### config.mk
export PLATFORM = sky130hd
export DESIGN_NAME = ppu_reg_file
export DESIGN_NICKNAME = d
export VERILOG_FILES = /design/src/rtl/ppu_reg_file.sv
export SDC_FILE = /design/constraint.sdc
export NUM_CORES = 1
export LEC_CHECK = 0
export CORE_MARGIN = 2
export CORE_UTILIZATION = 44
export DETAILED_ROUTE_END_ITERATION = 10
export GPL_TIMING_DRIVEN = 0
export PLACE_DENSITY_LB_ADDON = 0.12
export SYNTH_ARGS = -nofsm -noshare
export SYNTH_HDL_FRONTEND = slang
export SYNTH_SLANG_ARGS = --single-unit
### constraint.sdc
create_clock -name clk -period 5.1 [get_ports clk]
set_clock_uncertainty 0.15 [all_clocks]
set_input_delay 1.02 -clock clk [delete_from_list [all_inputs] [get_ports clk]]
set_output_delay 1.02 -clock clk [all_outputs]
set_load 0.1 [all_outputs]
### src/rtl/ppu_reg_file.sv
// CPU-facing PPU register file ($2000-$2007): register decode, write toggle, VRAM address,
// PPUDATA read buffer, OAM port with DMA override, and NMI generation.
module ppu_reg_file #(
  parameter int                 VRAM_AW  = 14,
  parameter logic [VRAM_AW-1:0] PAL_BASE = 14'h3F00
) (
  input  logic               clk,
  input  logic               reset,
  input  logic               cs_n,
  input  logic [2:0]         reg_addr,
  input  logic               cpu_we,
  input  logic               cpu_re,
  input  logic [7:0]         cpu_wr_data,
  output logic [7:0]         cpu_rd_data,
  input  logic               vblank_set,
  input  logic               vblank_clr,
  input  logic               spr0_set,
  input  logic               ovf_set,
  output logic [7:0]         ctrl,
  output logic [7:0]         mask,
  output logic [7:0]         scroll_x,
  output logic [7:0]         scroll_y,
  output logic               nmi,
  output logic [VRAM_AW-1:0] vram_addr,
  output logic [7:0]         vram_wr_data,
  output logic               vram_we,
  output logic               vram_re,
  input  logic [7:0]         vram_rd_data,
  input  logic [7:0]         pal_rd_data,
  input  logic               dma_active,
  input  logic [7:0]         dma_oam_addr,
  input  logic [7:0]         dma_data,
  input  logic               dma_we,
  output logic [7:0]         oam_addr,
  output logic [7:0]         oam_wr_data,
  output logic               oam_we,
  input  logic [7:0]         oam_rd_data,
  output logic [2:0]         dbg_state
);
  // Strobes are single-cycle pulses qualified by cs_n; a strobe is accepted when cs_n=0 and
  // cpu_we/cpu_re is high on a rising clk edge. There is no back-pressure.
  typedef enum logic [2:0] {
    IDLE   = 3'd0,
    OAM_WR = 3'd1,
    V_WR   = 3'd2,
    V_RQ   = 3'd3,
    V_CAP  = 3'd4
  } state_t;

  state_t             state_q;
  logic               oam_we_q, vram_we_q, vram_re_q;
  logic [7:0]         ctrl_q, ctrl_d, mask_q, mask_d;
  logic [7:0]         scroll_x_q, scroll_x_d, scroll_y_q, scroll_y_d;
  logic [7:0]         oam_addr_q, oam_addr_d, rd_buf_q, rd_buf_d;
  logic [7:0]         io_latch_q, io_latch_d, xfer_q, xfer_d;
  logic [5:0]         hi_q, hi_d;
  logic [VRAM_AW-1:0] vram_addr_q, vram_addr_d, vinc;
  logic               w_q, w_d;
  logic               vblank_q, vblank_d, spr0_q, spr0_d, ovf_q, ovf_d;
  logic               wr_acc, rd_acc, is_idle, status_rd;
  logic               start_oam_wr, start_v_wr, start_v_rd;

  assign wr_acc       = ~cs_n & cpu_we;
  assign rd_acc       = ~cs_n & cpu_re;
  assign is_idle      = (state_q == IDLE);
  assign status_rd    = rd_acc & (reg_addr == 3'd2);
  assign start_oam_wr = wr_acc & (reg_addr == 3'd4) & is_idle & ~dma_active;
  assign start_v_wr   = wr_acc & (reg_addr == 3'd7) & is_idle;
  assign start_v_rd   = rd_acc & (reg_addr == 3'd7) & is_idle;
  assign vinc         = ctrl_q[2] ? VRAM_AW'(32) : VRAM_AW'(1);

  always_comb begin
    ctrl_d      = ctrl_q;
    mask_d      = mask_q;
    scroll_x_d  = scroll_x_q;
    scroll_y_d  = scroll_y_q;
    oam_addr_d  = oam_addr_q;
    rd_buf_d    = rd_buf_q;
    io_latch_d  = io_latch_q;
    xfer_d      = xfer_q;
    hi_d        = hi_q;
    vram_addr_d = vram_addr_q;
    w_d         = w_q;
    if (wr_acc) begin
      io_latch_d = cpu_wr_data;
      case (reg_addr)
        3'd0: ctrl_d = cpu_wr_data;
        3'd1: mask_d = cpu_wr_data;
        3'd3: if (!dma_active) oam_addr_d = cpu_wr_data;
        3'd5: begin
          if (w_q) scroll_y_d = cpu_wr_data;
          else     scroll_x_d = cpu_wr_data;
          w_d = ~w_q;
        end
        3'd6: begin
          if (w_q) vram_addr_d = VRAM_AW'({hi_q, cpu_wr_data});
          else     hi_d = cpu_wr_data[5:0];
          w_d = ~w_q;
        end
        default: ;
      endcase
    end
    if (status_rd) w_d = 1'b0;
    if (start_oam_wr || start_v_wr) xfer_d = cpu_wr_data;
    // Post-access increments take precedence over a same-cycle $2003/$2006 write.
    case (state_q)
      OAM_WR:      oam_addr_d  = oam_addr_q + 8'd1;
      V_WR, V_RQ:  vram_addr_d = vram_addr_q + vinc;
      V_CAP:       rd_buf_d    = vram_rd_data;
      default: ;
    endcase
  end

  // A STATUS read racing vblank_set wins: the read sees 0 and the set is lost.
  always_comb begin
    vblank_d = vblank_q;
    if (vblank_clr)      vblank_d = 1'b0;
    else if (status_rd)  vblank_d = 1'b0;
    else if (vblank_set) vblank_d = 1'b1;
    spr0_d = vblank_clr ? 1'b0 : (spr0_set ? 1'b1 : spr0_q);
    ovf_d  = vblank_clr ? 1'b0 : (ovf_set  ? 1'b1 : ovf_q);
  end

  always_ff @(posedge clk or posedge reset) begin
    if (reset) begin
      ctrl_q      <= '0;
      mask_q      <= '0;
      scroll_x_q  <= '0;
      scroll_y_q  <= '0;
      oam_addr_q  <= '0;
      rd_buf_q    <= '0;
      io_latch_q  <= '0;
      xfer_q      <= '0;
      hi_q        <= '0;
      vram_addr_q <= '0;
      w_q         <= 1'b0;
      vblank_q    <= 1'b0;
      spr0_q      <= 1'b0;
      ovf_q       <= 1'b0;
    end else begin
      ctrl_q      <= ctrl_d;
      mask_q      <= mask_d;
      scroll_x_q  <= scroll_x_d;
      scroll_y_q  <= scroll_y_d;
      oam_addr_q  <= oam_addr_d;
      rd_buf_q    <= rd_buf_d;
      io_latch_q  <= io_latch_d;
      xfer_q      <= xfer_d;
      hi_q        <= hi_d;
      vram_addr_q <= vram_addr_d;
      w_q         <= w_d;
      vblank_q    <= vblank_d;
      spr0_q      <= spr0_d;
      ovf_q       <= ovf_d;
    end
  end

  always_ff @(posedge clk or posedge reset) begin
    if (reset) begin
      state_q   <= IDLE;
      oam_we_q  <= 1'b0;
      vram_we_q <= 1'b0;
      vram_re_q <= 1'b0;
    end else begin
      oam_we_q  <= 1'b0;
      vram_we_q <= 1'b0;
      vram_re_q <= 1'b0;
      case (state_q)
        IDLE: begin
          if (start_oam_wr) begin
            state_q  <= OAM_WR;
            oam_we_q <= 1'b1;
          end else if (start_v_wr) begin
            state_q   <= V_WR;
            vram_we_q <= 1'b1;
          end else if (start_v_rd) begin
            state_q   <= V_RQ;
            vram_re_q <= 1'b1;
          end
        end
        V_RQ:    state_q <= V_CAP;
        default: state_q <= IDLE;
      endcase
    end
  end

  always_comb begin
    case (reg_addr)
      3'd2:    cpu_rd_data = {vblank_q & ~vblank_set, spr0_q, ovf_q, io_latch_q[4:0]};
      3'd4:    cpu_rd_data = oam_rd_data;
      3'd7:    cpu_rd_data = (vram_addr_q >= PAL_BASE) ? pal_rd_data : rd_buf_q;
      default: cpu_rd_data = io_latch_q;
    endcase
  end

  assign ctrl         = ctrl_q;
  assign mask         = mask_q;
  assign scroll_x     = scroll_x_q;
  assign scroll_y     = scroll_y_q;
  assign nmi          = ctrl_q[7] & vblank_q;
  assign vram_addr    = vram_addr_q;
  assign vram_wr_data = xfer_q;
  assign vram_we      = vram_we_q;
  assign vram_re      = vram_re_q;
  assign oam_addr     = dma_active ? dma_oam_addr : oam_addr_q;
  assign oam_wr_data  = dma_active ? dma_data     : xfer_q;
  assign oam_we       = dma_active ? dma_we       : oam_we_q;
  assign dbg_state    = state_q;
endmodule

==> impl_summary.md, run 1 <==
Floorplan
Row generation in the floorplan step produced 38 rows. After floorplanning, the core was sized to cover between 10000 and 15000 µm². The I/O pin total is about 150. In this run the horizontal extent of the chip is about 110 µm. The die outline area is ~12000 µm².

The starting utilization of the core area is 0.446. The floorplan step set the die height to about 110 µm.

Finish
Of the cells placed in the final design, the portion with a size suffix greater than 1 is 0.209. The number of antenna diodes in the final layout is 0. The layout-stage area growth over the synthesis result is 38.3%. At the end of the flow, the number of nets in the layout was ~640.

After filler insertion, the fill cell instance count of the layout stands at roughly 920. The multi-input combinational cells in the finished layout cover a total of approximately 2300 µm². The register area is between 2000 and 2500 µm².

Clock network
The total setup buffers inserted after CTS is 0. In this run, post-CTS hold repair placed 0 buffers. The root buffer cell is sky130_fd_sc_hd__clkbuf_8. The clock latency at the later pin of the worst-skew pair is between 0.3 and 0.4 ns. The TritonCTS buffer count is 9. After clock tree synthesis, the clock-pin slew on the worst setup and hold paths is 0.09 ns.

TritonCTS built the clock tree. The clock sink count is 94. The H-tree depth reported by CTS is 3.

The clock passes through at most 2 buffers.

Global route
The number of antenna violations at the first check in global routing came to 0. The all-layer global routing usage is 0.237. The number of global-route vias before repair was a little over 4k.

The first global-routing pass estimated roughly 21000 µm of wire. Entering global routing, the biggest net connects 58 pins. The remaining global-route overflow is 0.

Routing
The detailed-route DRC error count is 0. The residual antenna-violating net count after detailed routing is 0. After detailed routing, the average wire length per cell comes to 18.5 µm. For this block, the initial DRC count from the detailed router was 177.

Dividing the detail-routed via count by the number of cells gives 5.55. The total number of vias is between 3k and 4k. The detailed-route wire length is about 13000 µm.

The detailed-routing iteration count for the pre-antenna-repair pass is 4.

Yosys
The count of warnings emitted by yosys is 0. The fraction of synthesized cell area taken by the top area cell type is 0.493. The cell area that synthesis handed to floorplanning was between 4000 and 5000 µm².

By count the netlist is led by sky130_fd_sc_hd__dfrtp_1, sky130_fd_sc_hd__mux2_2, sky130_fd_sc_hd__nand2_1. Of the synthesized area, sequential elements account for 0.493. In the synthesized netlist the async set-or-reset flop fraction comes to 1.00.

The cell count after synthesis is between 400 and 500. Among all flip-flop cells after synthesis, the most frequent one is sky130_fd_sc_hd__dfrtp_1. In the post-synthesis netlist, the cell with the most instances is sky130_fd_sc_hd__dfrtp_1. Sorting the synthesized cells by area gives the leading types as sky130_fd_sc_hd__dfrtp_1, sky130_fd_sc_hd__mux2_2, sky130_fd_sc_hd__nand2_1. The post-synthesis register bit count is 94. Of all cell types, the one taking the most synthesized area is sky130_fd_sc_hd__dfrtp_1. The number of flops mapped to enable cells by yosys is 0. The number of distinct library cells after synthesis is 61. The synthesized area per cell is 11.3 µm². Counting every net in the synthesized netlist gives roughly 490.

Timing
Timing would allow up to roughly 0.21 GHz. The number of hold-slack violations in the final timing report is 0. Setup violations remaining at the end of the flow were counted as 0.

The number of slew-limit violations in the final report is 0. The final critical-path setup slack is around 0.30 ns. Headroom to the max-slew limit came out at 0.322. In the final timing run, aggregate negative setup slack is 0 ns. Setup repair after global routing left no endpoint under its margin. Dividing the final minimum period by the clock period gives 0.940. At the pin with the least slew margin, the transition time is slightly above 1 ns. Across all hold checks on the routed design, the worst slack comes to ~0.34 ns. After layout, the minimum clock period comes to 4.80 ns.

Placed design
Buffers placed on the I/O ports in this run total ~140. The worst slack at placement is around 0.027 ns. The wire-length estimate of the detail-placed layout is between 9000 and 10000 µm. Routability-driven placement finished with a final weighted congestion of a little over 0.8.

Critical path
The maximum single-stage delay on the critical path is 1.13 ns. The family with the most delay on the worst path is buffers and inverters. The data arrival at the endpoint of the critical path is ~3.6 ns. The type of origin of the critical path is an input pin. The buffering stage count on the worst path with inverters included is 4. The highest net fanout along the worst path is 10. STA puts the critical path data required time at just under 4 ns. The count of cell instances traversed by the critical path is 6. The worst register-to-register path has a depth of 7. The worst setup path is of the in -> out kind. On the critical path, the stage with the largest delay is an instance of sky130_fd_sc_hd__clkdlybuf4s50_1.

The endpoint type of the worst setup path is an output port. The signal on the critical path passes through clkdlybuf4s50_1 -> buf_2 -> and3_1 -> buf_2 -> a221o_1 -> clkdlybuf4s50_1.

Power and ir drop
Of the total power, the share spent switching nets is 0.532. The total power divided by cell area is ~560 nW/µm². The share of total power dissipated in combinational logic is 0.552. The analysis attributes to cell leakage a power of approximately 2.8 nW.

The share of total power dissipated in the clock network is 0.150. Power comes to ~3.7 mW. Across the VDD grid, the largest voltage drop is between 400 and 500 µV. The design internal power is around 1.7 mW. The switching power is 1.97 mW. The share of total power in sequential cells is 0.298.

Min path
The depth of the worst hold-timing path is 2. The tightest min-delay check is of the reg -> reg type.

Flow run
The total of max-cap violations is 0.

Outcome
The run finished with clean final reports.
## cells in the final DEF (no fill, tap or decap), drive strengths merged, types with 3 or more instances in the layout
master	synthesis	routed
o221a	6	6
dfrtp	94	94
and4	4	4
nand2	44	44
or3	5	5
a221o	5	5
or2	3	3
and2	3	3
and3	5	5
nor3	6	6
o21ai	10	10
a21oi	8	8
nor2	33	33
o211ai	4	4
nor3b	4	4
dlymetal6s2s	0	3
nor2b	4	4
buf	13	14
ha	4	4
nand3	12	12
mux2i	6	6
clkdlybuf4s50	0	136
a211oi	4	4
a2bb2oi	3	3
nand4	8	8
a22oi	6	6
mux2	78	78
inv	3	4
clkbuf	11	20
nand2b	6	6
## power groups by stage
stage,Sequential (mW),Clock (mW),Combinational (mW)
6_report,1.10,0.555,2.04
2_1_floorplan,2.06,0,0.612
4_1_cts,1.10,0.562,2.06
3_5_place_dp,1.11,0,2.05
3_3_place_gp,1.10,0,2.04
5_1_grt,1.13,0.588,2.12
## stage by stage
step / cell area [µm²] / utilization / std cells
3_3_place_gp: 6340 / 0.592 / 701
4_1_cts: 6590 / 0.616 / 718
5_1_grt: 6600 / 0.616 / 718
3_5_place_dp: 6370 / 0.595 / 702
6_report: 6600 / 0.616 / 718
2_1_floorplan: 4770 / - / 422
## routing by layer
layer,wire (µm),GRT usage,share of wire
met5,0,0,0
met4,266,0.0934,0.020
met1,5840,0.310,0.44
met3,810,0.0470,0.061
met2,6340,0.387,0.48
## final cells by class
class | instances | area share
clock buffer | 9 | 0.0188
timing repair buffer | 140 | 0.216
clock inverter | 7 | 0.0148
sequential | 94 | 0.357
buffer | 24 | 0.0161
multi-input combinational | 301 | 0.349
tap | 140 | 0.0266
inverter | 3 | 0.00209
## path summary, 6_finish.rpt
check | from | to | slack [ns]
max reg2reg | ctrl[2] | vram_addr[10] | 2.80
min | io_latch_q[7] | io_latch_q[7] | 0.34
min reg2reg | io_latch_q[7] | io_latch_q[7] | 0.34
max in group asynchronous | reset | rd_buf_q[1] | 3.28
max | reg_addr[1] | cpu_rd_data[1] | 0.30
min in group asynchronous | reset | mask[0] | 0.87
## sequential cells by signal, summed over array words and instances, names as in the netlist
signal,cells
hi_q,6
scroll_x,8
rd_buf_q,8
ovf_q,1
io_latch_q,8
dbg_state,3
ctrl,8
mask,8
oam_addr_q,8
scroll_y,8
vram_addr,14
vblank_q,1
vram_wr_data,8
spr0_q,1
vram_re,1
w_q,1
oam_we_q,1
vram_we,1
## worst min-delay path, stage by stage (launching register included)
cell,delay [ns]
sky130_fd_sc_hd__dfrtp_1,0.35
sky130_fd_sc_hd__nand2_1,0.05
sky130_fd_sc_hd__nand2_1,0.06
## logic make-up (layout without fill, tap and decap cells)
| kind of cell | Yosys count | in the layout | share of synthesized area |
|---|---|---|---|
| muxes | 84 | 84 | 0.203 |
| DFF | 94 | 94 | 0.493 |
| and+or+nand+nor | 148 | 148 | 0.163 |
| AOI/OAI and AO/OA | 63 | 63 | 0.102 |
| xor gates and xnor gates | 2 | 2 | 0.00367 |
| adders and majority gates | 4 | 4 | 0.0105 |
| buffers and inverters | 27 | 183 | 0.0247 |
## timing repair
item | in CTS | in global routing
resized for setup | 0 | 3
endpoints found under the setup margin | 0 | 3
endpoints found under the hold margin | 0 | 0
No activity file was read; power rests on OpenSTA's default activity.
==> inputs of run 2 (changes only) <==
--- a/config.mk
+++ b/config.mk
@@ -7,6 +7,7 @@
 export LEC_CHECK = 0
 export CORE_MARGIN = 2
 export CORE_UTILIZATION = 44
+export CTS_CLUSTER_SIZE = 14
 export DETAILED_ROUTE_END_ITERATION = 10
 export GPL_TIMING_DRIVEN = 0
 export PLACE_DENSITY_LB_ADDON = 0.12
==> results of run 2 <==
No change in the layout: final DEF, timing and power equal those of run 1.
==> inputs of run 3 (changes only) <==
--- a/config.mk
+++ b/config.mk
@@ -11,6 +11,7 @@
 export DETAILED_ROUTE_END_ITERATION = 10
 export GPL_TIMING_DRIVEN = 0
 export PLACE_DENSITY_LB_ADDON = 0.12
+export RECOVER_POWER = 50
 export SYNTH_ARGS = -nofsm -noshare
 export SYNTH_HDL_FRONTEND = slang
 export SYNTH_SLANG_ARGS = --single-unit
==> run 3 against run 2 <==
Net effect: highest routed layer unchanged; core utilization shrank 0.37 points; hold slack is essentially flat; fmax shrank 1.5%; the flow now finishes with violations (capacitance limit, slew limit); clock power is essentially flat; sequential share of layout area grew 0.22 points; global-route usage is the same.
==> impl_summary.md, run 3 (synthesis results as in run 1) <==
Clock network
The root buffer cell chosen for the clock tree is sky130_fd_sc_hd__clkbuf_8. Clock tree synthesis found a total of 94 sinks. The total setup buffers inserted after CTS is 0. The H-tree depth reported by CTS is 3. The post-CTS clock slew at the launch and capture registers of the worst setup and hold paths is about 0.09 ns.

In this run, post-CTS repair resized a total of 0 instances. TritonCTS built the clock tree. In this run, post-CTS hold repair placed 0 buffers. The clock passes through at most 2 buffers. The clock latency at the later pin of the worst-skew pair is around 0.37 ns. Counting the buffers created by CTS gives 9.

Placed design
The congestion estimate from routability-driven global placement came to a little over 0.8. Input and output buffers added on the ports amount to ~140. After legalization and detailed placement, the total HPWL measured between 9000 and 10000 µm. The worst slack at placement is 0.0273 ns.

Routing
The ratio of routed vias to standard cells is around 5.5. The total number of vias is approximately 4k. The detailed-route DRC error count is 0. The starting DRC count in detailed routing is 178. The residual antenna-violating net count after detailed routing is 0.

The first detailed-routing pass took 5 iterations. The final layout contains routed wiring with a total length of approximately 13000 µm. After detailed routing, the average wire length per cell comes to between 15 and 20 µm.

Global route
The number of antenna violations at the first check in global routing came to 0. Summed over all layers, the global routing overflow is 0. The all-layer global routing usage is 0.237. The number of global-route vias before repair is ~4.1k. The pin count of the biggest net entering global routing is 58. The first global-routing pass estimated ~21000 µm of wire.

Critical path
The data required time at the worst endpoint is between 3 and 4 ns. The data arrival at the endpoint of the critical path is approximately 3.7 ns. The highest net fanout along the worst path is 10. The critical path is of the in -> out type. Walking the worst path, the cells encountered are dlygate4sd3_1 -> buf_2 -> and3_1 -> buf_2 -> a221o_1 -> clkdlybuf4s50_1. The family with the most delay on the worst path is buffers and inverters. The cell with the most instances on the worst path is sky130_fd_sc_hd__buf_2. The worst setup path is captured at an output port. The maximum single-stage delay on the critical path is 1.13 ns. The number of buffers and inverters on the critical path is 4. The largest individual stage delay along the critical path comes from the cell sky130_fd_sc_hd__clkdlybuf4s50_1. The worst setup path is launched from an input pin.

Finish
The flip-flop count of the largest register, all copies and words added is 14. After filler insertion, the fill cell instance count of the layout stands at about 930. The register area is between 2000 and 2500 µm². In the final design database the tool counted 639 nets.

In the layout the commonest cells are sky130_fd_sc_hd__clkdlybuf4s50_1, sky130_fd_sc_hd__dfrtp_1, sky130_fd_sc_hd__mux2_2, sky130_fd_sc_hd__nand2_1, sky130_fd_sc_hd__nor2_1. Measured on the finished design, the core utilization comes to 0.613. 0 antenna diodes ended up in the layout. Of the cells placed in the final design, the portion with a size suffix greater than 1 is 0.199.

In the final layout, the multi-input gates occupy ~2300 µm². Compared with the post-synthesis result, the final layout area differs by 37.4%. The most common library cell in the layout ignoring fill and taps is sky130_fd_sc_hd__clkdlybuf4s50_1.

Floorplan
The die is between 100 and 150 µm tall. The number of rows in the core area is 38. The I/O pin total is about 150. The die width is 108 µm.

For this configuration, the core starts out at a cell density of 0.446. The core region is 10700 µm². The floorplan step defined a die boundary enclosing 11700 µm².

Power and ir drop
VDD sags by at most around 420 µV. The cell leakage power is 2.80 nW. Overall power consumption after layout is estimated at around 3.7 mW.

For this design the ratio of total power to cell area is approximately 560 nW/µm².

Timing
The transition time of the tightest slew-check pin is 1.65 ns. In the post-route analysis, the smallest setup slack over all paths is roughly 0.23 ns. In the finished design, the share of the clock period the worst path needs comes to 0.954. The number of hold-slack violations in the final timing report is 0.

The worst slew margin relative to its limit is -0.106. Final hold analysis gives a worst-case slack of between 0.3 and 0.4 ns. The sum of negative setup slack is 0 ns.

Setup repair after global routing left no endpoint under its margin. The peak clock frequency supported by timing is slightly above 0.2 GHz. Setup violations remaining at the end of the flow were counted as 0.

The number of slew-limit violations in the final report was 39. The shortest clock period the worst path allows after layout is approximately 5 ns.

Outcome
The final reports fail on capacitance limit, slew limit. The run finished, with violations left.

Flow run
The total of max-cap violations is 1.

Min path
The tightest min-delay check is of the reg -> reg type.
==> run 3: cell types whose count changed in the layout (fill, tap and decap cells not counted), sizes merged <==
cell	change
clkbuf	+3
buf	-3
dlygate4sd3	+4
inv	-1
clkdlybuf4s50	-4
clkinvlp	+1
==> run 3: final timing paths <==
path | startpoint | endpoint | slack (ns) | depth (start not counted)
setup / recovery | reg_addr[1] | cpu_rd_data[1] | 0.23 | 6
hold / removal | io_latch_q[7] | io_latch_q[7] | 0.34 | 2
setup reg to reg | dbg_state[1] | rd_buf_q[1] | 2.72 | 3
hold reg to reg | io_latch_q[7] | io_latch_q[7] | 0.34 | 2
max in group asynchronous | reset | rd_buf_q[1] | 1.43 | 3
min in group asynchronous | reset | mask[0] | 1.33 | 2
==> run 3: report_power, final <==
group	switching [mW]	total, mW	internal (mW)
Clock	0.276	0.554	0.278
Sequential	0.176	1.10	0.927
Combinational	1.52	2.04	0.525
==> run 3: worst register-to-register path, stage by stage, from the launching register on <==
cell	delay (ns)
sky130_fd_sc_hd__dfrtp_1	0.40
sky130_fd_sc_hd__clkbuf_1	0.21
sky130_fd_sc_hd__nor3b_1	1.08
sky130_fd_sc_hd__mux2_2	0.43
==> run 3: per-layer routing <==
layer / GRT usage / vias to the layer above / share of wire
met5: 0 / - / 0
met4: 0.0934 / 0 / 0.020
li1: - / 1853 / -
met2: 0.387 / 144 / 0.48
met1: 0.310 / 1963 / 0.43
met3: 0.0470 / 21 / 0.065
==> run 3: area by class of cell <==
type / count / share of cell area
inverters: 3 / 0.00191
repair buffers: 140 / 0.214
plain buffers: 24 / 0.0153
multi-input cells: 301 / 0.349
clock buffers: 9 / 0.0189
flip-flops and latches: 94 / 0.359
clock inverters: 7 / 0.0149
well taps: 140 / 0.0267
==> run 3: stage by stage <==
step / cell area [µm²] / std cells
after floorplan: 4770 / 422
after global placement: 6340 / 701
after detailed placement: 6370 / 702
after CTS: 6590 / 718
after global routing: 6560 / 718
final: 6560 / 718
